[src/rtl/muldiv_seq_pkg.sv]
// Shared constants for the multi-cycle MULTU/DIVU sequencer: ALU control codes,
// muldiv op codes and FSM state encodings.
package muldiv_seq_pkg;

  // ALU control codes understood by the shared combinational ALU
  localparam int unsigned ALU_AND   = 0;
  localparam int unsigned ALU_OR    = 1;
  localparam int unsigned ALU_NAND  = 2;
  localparam int unsigned ALU_NOR   = 3;
  localparam int unsigned ALU_ADDU  = 4;
  localparam int unsigned ALU_SUBU  = 5;
  localparam int unsigned ALU_SLT   = 6;
  localparam int unsigned ALU_EQUAL = 7;
  localparam int unsigned ALU_SRA   = 8;
  localparam int unsigned ALU_SRAV  = 9;
  localparam int unsigned ALU_LUI   = 10;
  localparam int unsigned ALU_SLTU  = 11;

  // muldiv operation select
  localparam logic OP_MULTU = 1'b0;
  localparam logic OP_DIVU  = 1'b1;

  // FSM state encodings
  localparam logic [1:0] ST_IDLE = 2'd0;
  localparam logic [1:0] ST_RUN  = 2'd1;
  localparam logic [1:0] ST_DONE = 2'd2;

endpackage

[src/rtl/muldiv_seq_step.sv]
// One iteration of shift-add multiply or restoring divide, built around the
// shared ALU: drives the ALU operands and forms the next working HI/LO.
module muldiv_seq_step
  import muldiv_seq_pkg::*;
#(
  parameter int unsigned DATA_W     = 32,
  parameter int unsigned ALU_CTRL_W = 4,
  parameter int unsigned CTRL_ADDU  = ALU_ADDU,
  parameter int unsigned CTRL_SUBU  = ALU_SUBU
) (
  input  logic [DATA_W-1:0]     w_hi,
  input  logic [DATA_W-1:0]     w_lo,
  input  logic [DATA_W-1:0]     w_op,
  input  logic                  op,
  input  logic [DATA_W-1:0]     alu_result,
  output logic [DATA_W-1:0]     alu_src1,
  output logic [DATA_W-1:0]     alu_src2,
  output logic [ALU_CTRL_W-1:0] alu_ctrl,
  output logic [DATA_W-1:0]     hi_nxt,
  output logic [DATA_W-1:0]     lo_nxt
);

  logic [DATA_W-1:0] rem_shift;
  logic              ge;
  logic              carry;

  // Multiply: add multiplicand when LSB set, shift {carry,sum,lo} right.
  // Divide: shift remainder left, subtract divisor when it fits.
  always_comb begin
    rem_shift = {w_hi[DATA_W-2:0], w_lo[DATA_W-1]};
    ge        = 1'b0;
    carry     = 1'b0;
    alu_src1  = w_hi;
    alu_src2  = '0;
    alu_ctrl  = ALU_CTRL_W'(CTRL_ADDU);
    hi_nxt    = w_hi;
    lo_nxt    = w_lo;
    if (op == OP_DIVU) begin
      alu_src1 = rem_shift;
      alu_src2 = w_op;
      alu_ctrl = ALU_CTRL_W'(CTRL_SUBU);
      // the bit shifted out of the remainder makes the 33-bit value >= divisor
      ge       = w_hi[DATA_W-1] | ~(rem_shift < w_op);
      hi_nxt   = ge ? alu_result : rem_shift;
      lo_nxt   = {w_lo[DATA_W-2:0], ge};
    end else begin
      alu_src1 = w_hi;
      alu_src2 = w_lo[0] ? w_op : '0;
      alu_ctrl = ALU_CTRL_W'(CTRL_ADDU);
      // an unsigned add wrapped iff the sum is below an operand
      carry    = alu_result < w_hi;
      {hi_nxt, lo_nxt} = {carry, alu_result, w_lo[DATA_W-1:1]};
    end
  end

endmodule

[src/rtl/muldiv_seq.sv]
// Multi-cycle MULTU/DIVU sequencer borrowing the EX-stage ALU while busy;
// commits results to HI/LO.
module muldiv_seq
  import muldiv_seq_pkg::*;
#(
  parameter int unsigned DATA_W     = 32,
  parameter int unsigned ALU_CTRL_W = 4,
  parameter int unsigned CTRL_ADDU  = ALU_ADDU,
  parameter int unsigned CTRL_SUBU  = ALU_SUBU
) (
  input  logic                  clk_i,
  input  logic                  rst_n,
  input  logic                  start_i,
  input  logic                  op_i,
  input  logic [DATA_W-1:0]     rs_i,
  input  logic [DATA_W-1:0]     rt_i,
  input  logic                  flush_i,
  output logic                  busy_o,
  output logic                  done_o,
  output logic [DATA_W-1:0]     hi_o,
  output logic [DATA_W-1:0]     lo_o,
  output logic [DATA_W-1:0]     alu_src1_o,
  output logic [DATA_W-1:0]     alu_src2_o,
  output logic [ALU_CTRL_W-1:0] alu_ctrl_o,
  input  logic [DATA_W-1:0]     alu_result_i
);

  localparam int unsigned CNT_W = $clog2(DATA_W);

  logic [1:0]            state;
  logic [1:0]            state_nxt;
  logic [DATA_W-1:0]     w_hi;
  logic [DATA_W-1:0]     w_lo;
  logic [DATA_W-1:0]     w_op;
  logic                  w_div;
  logic [CNT_W-1:0]      cnt;
  logic                  accept;
  logic                  div_zero;
  logic                  last_step;
  logic [DATA_W-1:0]     step_src1;
  logic [DATA_W-1:0]     step_src2;
  logic [ALU_CTRL_W-1:0] step_ctrl;
  logic [DATA_W-1:0]     hi_nxt;
  logic [DATA_W-1:0]     lo_nxt;

  assign accept    = (state == ST_IDLE) && start_i && !flush_i;
  assign div_zero  = (op_i == OP_DIVU) && (rt_i == '0);
  assign last_step = (state == ST_RUN) && !flush_i && (cnt == CNT_W'(DATA_W - 1));

  muldiv_seq_step #(
    .DATA_W     (DATA_W),
    .ALU_CTRL_W (ALU_CTRL_W),
    .CTRL_ADDU  (CTRL_ADDU),
    .CTRL_SUBU  (CTRL_SUBU)
  ) u_step (
    .w_hi       (w_hi),
    .w_lo       (w_lo),
    .w_op       (w_op),
    .op         (w_div),
    .alu_result (alu_result_i),
    .alu_src1   (step_src1),
    .alu_src2   (step_src2),
    .alu_ctrl   (step_ctrl),
    .hi_nxt     (hi_nxt),
    .lo_nxt     (lo_nxt)
  );

  // ALU is only driven by the step logic while we hold the grant
  assign alu_src1_o = (state == ST_RUN) ? step_src1 : '0;
  assign alu_src2_o = (state == ST_RUN) ? step_src2 : '0;
  assign alu_ctrl_o = (state == ST_RUN) ? step_ctrl : ALU_CTRL_W'(CTRL_ADDU);

  // State register
  always_ff @(posedge clk_i or negedge rst_n) begin
    if (!rst_n) state <= ST_IDLE;
    else        state <= state_nxt;
  end

  // Next-state logic
  always_comb begin
    state_nxt = state;
    case (state)
      ST_IDLE: if (accept)         state_nxt = div_zero ? ST_DONE : ST_RUN;
      ST_RUN:  if (flush_i)        state_nxt = ST_IDLE;
               else if (last_step) state_nxt = ST_DONE;
      ST_DONE:                     state_nxt = ST_IDLE;
      default:                     state_nxt = ST_IDLE;
    endcase
  end

  // Working registers, counter, status flags and HI/LO commit
  always_ff @(posedge clk_i or negedge rst_n) begin
    if (!rst_n) begin
      busy_o <= 1'b0;
      done_o <= 1'b0;
      hi_o   <= '0;
      lo_o   <= '0;
      w_hi   <= '0;
      w_lo   <= '0;
      w_op   <= '0;
      w_div  <= 1'b0;
      cnt    <= '0;
    end else begin
      busy_o <= (state_nxt == ST_RUN);
      done_o <= (state_nxt == ST_DONE);
      if (accept) begin
        w_op  <= (op_i == OP_DIVU) ? rt_i : rs_i;
        w_lo  <= (op_i == OP_DIVU) ? rs_i : rt_i;
        w_hi  <= '0;
        w_div <= op_i;
        cnt   <= '0;
        if (div_zero) begin
          hi_o <= rs_i;
          lo_o <= '1;
        end
      end else if (state == ST_RUN) begin
        w_hi <= hi_nxt;
        w_lo <= lo_nxt;
        cnt  <= cnt + CNT_W'(1);
        if (last_step) begin
          hi_o <= hi_nxt;
          lo_o <= lo_nxt;
        end
      end
    end
  end

endmodule

[config.mk]
export PLATFORM = sky130hd
export DESIGN_NAME = muldiv_seq
export DESIGN_NICKNAME = d
export VERILOG_FILES = /design/src/rtl/muldiv_seq_pkg.sv /design/src/rtl/muldiv_seq_step.sv /design/src/rtl/muldiv_seq.sv
export SDC_FILE = /design/constraint.sdc
export NUM_CORES = 1
export LEC_CHECK = 0
export CAP_MARGIN = 10
export CORE_UTILIZATION = 52
export CTS_CLUSTER_DIAMETER = 60
export CTS_CLUSTER_SIZE = 20
export DETAILED_ROUTE_END_ITERATION = 6
export PLACE_DENSITY = 0.9
export SYNTH_ARGS = -nofsm -noshare
export SYNTH_HDL_FRONTEND = slang
export SYNTH_SLANG_ARGS = --single-unit
[constraint.sdc]
create_clock -name clk_i -period 3 [get_ports clk_i]
set_input_delay 0.45 -clock clk_i [delete_from_list [all_inputs] [get_ports clk_i]]
set_output_delay 0.45 -clock clk_i [all_outputs]
set_load 0.005 [all_outputs]
==> out/qor.yml <==
status:
  status: "finished, final reports clean"
pwr:
  intPower_w: 0.00561
  pwr-share-seq_pct: 36.1
  irDropWorstVdd_v: 0.000455
  switching_share_pct: 39.2
  p_per_area_nw_per_um2: 670
  leakage_nw: 6.22
  p_switching_w: 0.00361
  power_frac_comb_pct: 39.2
  clockPowerShare_pct: 24.6
clock_tree:
  cts_tree: "done"
  cts_setup_buffers: 0
  clockRootBuffer: "clkbuf_16"
  clk_latency_ns: 0.44
  clkTransAtPathRegs_ns: 0.07
  numCtsBuffers: 17
  cts_max_path_buffers: 2
  cts_resized: 0
  cts.sinks: 170
  cts_hold_buffers: 0
  h-tree-depth: 4
sta:
  fin_tns_setup_ns: 0
  post-route-min-period_ns: 2.79
  slew_violations: 0
  worstMarginPinSlew_ns: 0.950
  finalHoldViolations: 0
  setup_viol: 0
  max_freq_ghz: 0.358
  rsz0062_at_grt: "no"
  relSlewSlack_pct: 36.5
  min_period_over_period_pct: 93.0
  clock_skew_ns: 0.00694
logic_synthesis:
  synth_most_common_cell: "dfrtp_1"
  synth.top_cell.area_share_pct: 40.4
  synth_seq_area_share_pct: 40.4
  synth_cells: 1116
  yosysWarnings: 0
  async_flop_share_pct: 100
  synth_cell_types: 53
  synth_edf_count: 0
  netlist_area_um2: 10500
  synth_common_cells: "170 x dfrtp_1, 158 x mux2i_1, 91 x nand2_1, 79 x nor2_1, 74 x o21ai_0"
  ys_ff_latch: 170
  syn_area_per_cell_um2: 9.44
  netlist_top_cells_area: "dfrtp_1 40%, mux2i_1 15%, ha_1 7.6%"
  dominantRegCellSynth: "dfrtp_1"
  yosys.area.top_type: "dfrtp_1"
floorplanning:
  core_um2: 19700
  fp.dieH_um: 144
  dieArea_um2: 20800
  initial_core_util_pct: 53.6
  rows: 51
  die_x_um: 144
  io_pins: 235
global_routing:
  grt_antenna_before_repair: 0
  grt_pass1_vias: 9898
  grt_max_degree: 106
  globalRouteOverflowTotal: 0
  grt_pass1_wl_um: 54300
  grt_use_total_pct: 34.8
routing:
  first_pass_iters: 6
  drc: 0
  via_per_inst: 6.37
  drt_iter0_drc: 813
  routed_wl_um: 35500
  ant_nets: 0
  wl_per_cell_um: 22.3
  vias: 10117
setup_path:
  crit_path_end_kind: "flip-flop"
  cp.arrival_ns: 3.08
  cp.required_ns: 3.29
  startpoint_type: "flip-flop"
  crit_fanout: 25
  path_class: "reg -> reg"
layout:
  areaGrowthSynthToFinish_pct: 30.6
  drive_above_1_share_pct: 6.19
  finalNetCount: 1476
  stdcell_count: 1589
  diodes: 0
  final_core_util_pct: 70.0
place:
  portBuffers: 231
  place.gp.congestion: 0.930
  hpwl_um: 25600
  place_inst: 1557
min_path:
  hp-class: "in -> async"
flow_run:
  maxCapViolations: 0
state kept, by name, summed over array words and instances, names as in the netlist:
register / flops
hi_o: 32
lo_o: 32
w_hi: 32
w_lo: 32
w_op: 32
cnt: 5
state: 2
busy_o: 1
done_o: 1
w_div: 1
final cells by class:
type	instances	area, um^2
flip-flops and latches	170	4260
multi-input cells	790	5660
clock inverters	15	179
well taps	265	332
repair buffers	264	2660
clock buffers	17	425
inverters	68	255
fillers	1518	5890
critical path, stage by stage (launching register included):
cell and delay [ns]:
dfrtp_1 0.39, inv_1 0.14, ha_1 0.28, and4_4 0.21
and3_1 0.18, a2111o_1 0.44, a31oi_1 0.22, nand3b_1 0.19
buf_12 0.23, mux2i_1 0.23, o21ai_0 0.14
cell usage in the layout (no fill, tap or decap), types with 7 or more instances in the layout:
cell type / Yosys / final
nor2_1: 79 / 75
a32oi_1: 31 / 31
buf_4: 7 / 26
clkbuf_16: 0 / 17
buf_12: 0 / 8
o21ai_0: 74 / 74
nor3_1: 34 / 34
a31oi_1: 33 / 33
and3_1: 33 / 33
o221ai_1: 33 / 33
dfrtp_1: 170 / 169
o21ai_1: 34 / 34
mux2i_1: 158 / 158
ha_1: 64 / 64
nand4_1: 7 / 7
a221oi_1: 32 / 32
clkdlybuf4s50_1: 0 / 229
a21oi_1: 26 / 26
inv_1: 67 / 67
nand3_1: 8 / 8
nor4_1: 8 / 8
nand2_1: 91 / 91
layer usage:
metal / routed length, um / global-route usage [%]
met5: 0 / 0
met4: 1710 / 17.9
met3: 3100 / 6.85
met2: 16400 / 55.3
met1: 14300 / 45.2
power groups by stage:
stage          registers, W  clock network [W]  logic, W
6_report            0.00333            0.00227   0.00362
3_5_place_dp        0.00334                  0   0.00354
4_1_cts             0.00330            0.00228   0.00359
2_1_floorplan       0.00314                  0   0.00235
5_1_grt             0.00338            0.00239   0.00396
3_3_place_gp        0.00332                  0   0.00341
logic make-up (layout without fill, tap and decap cells):
logic type	after synthesis	count (layout)	share of synthesized area (%)
simple gates	282	282	12.7
compound gates	280	280	17.6
flops	170	170	40.4
mux	159	159	15.2
buf+inv	157	364	6.24
fa+ha+maj	64	64	7.60
other cells	2	3	0.0713
xor+xnor	2	2	0.166
final timing paths:
| check | startpoint | to | slack, ns | cells past startpoint |
|---|---|---|---|---|
| max | w_op[23] | w_hi[8] | 0.21 | 10 |
| min | rst_n | w_op[9] | 0.01 | 1 |
| max reg2reg | w_op[23] | w_hi[8] | 0.21 | 10 |
| min reg2reg | w_op[8] | w_op[8] | 0.49 | 2 |
| max in group asynchronous | rst_n | w_lo[27] | 2.09 | 2 |
| min in group clk_i | op_i | w_div | 0.34 | 3 |
metrics by stage:
| stage | setup WS (ns) | total power, W | hold WS (ns) | instance area, um^2 |
|---|---|---|---|---|
| after floorplan | 0.587 | 0.00549 | 0.154 | 10500 |
| after global placement | 0.328 | 0.00673 | 0.462 | 13200 |
| after detailed placement | 0.230 | 0.00689 | 0.471 | 13200 |
| after CTS | 0.229 | 0.00917 | 0.0421 | 13800 |
| after global routing | 0.0480 | 0.00972 | 0.0613 | 13800 |
| final | 0.209 | 0.00922 | 0.0128 | 13800 |
Note: power is estimated with default switching activity, not from simulation.
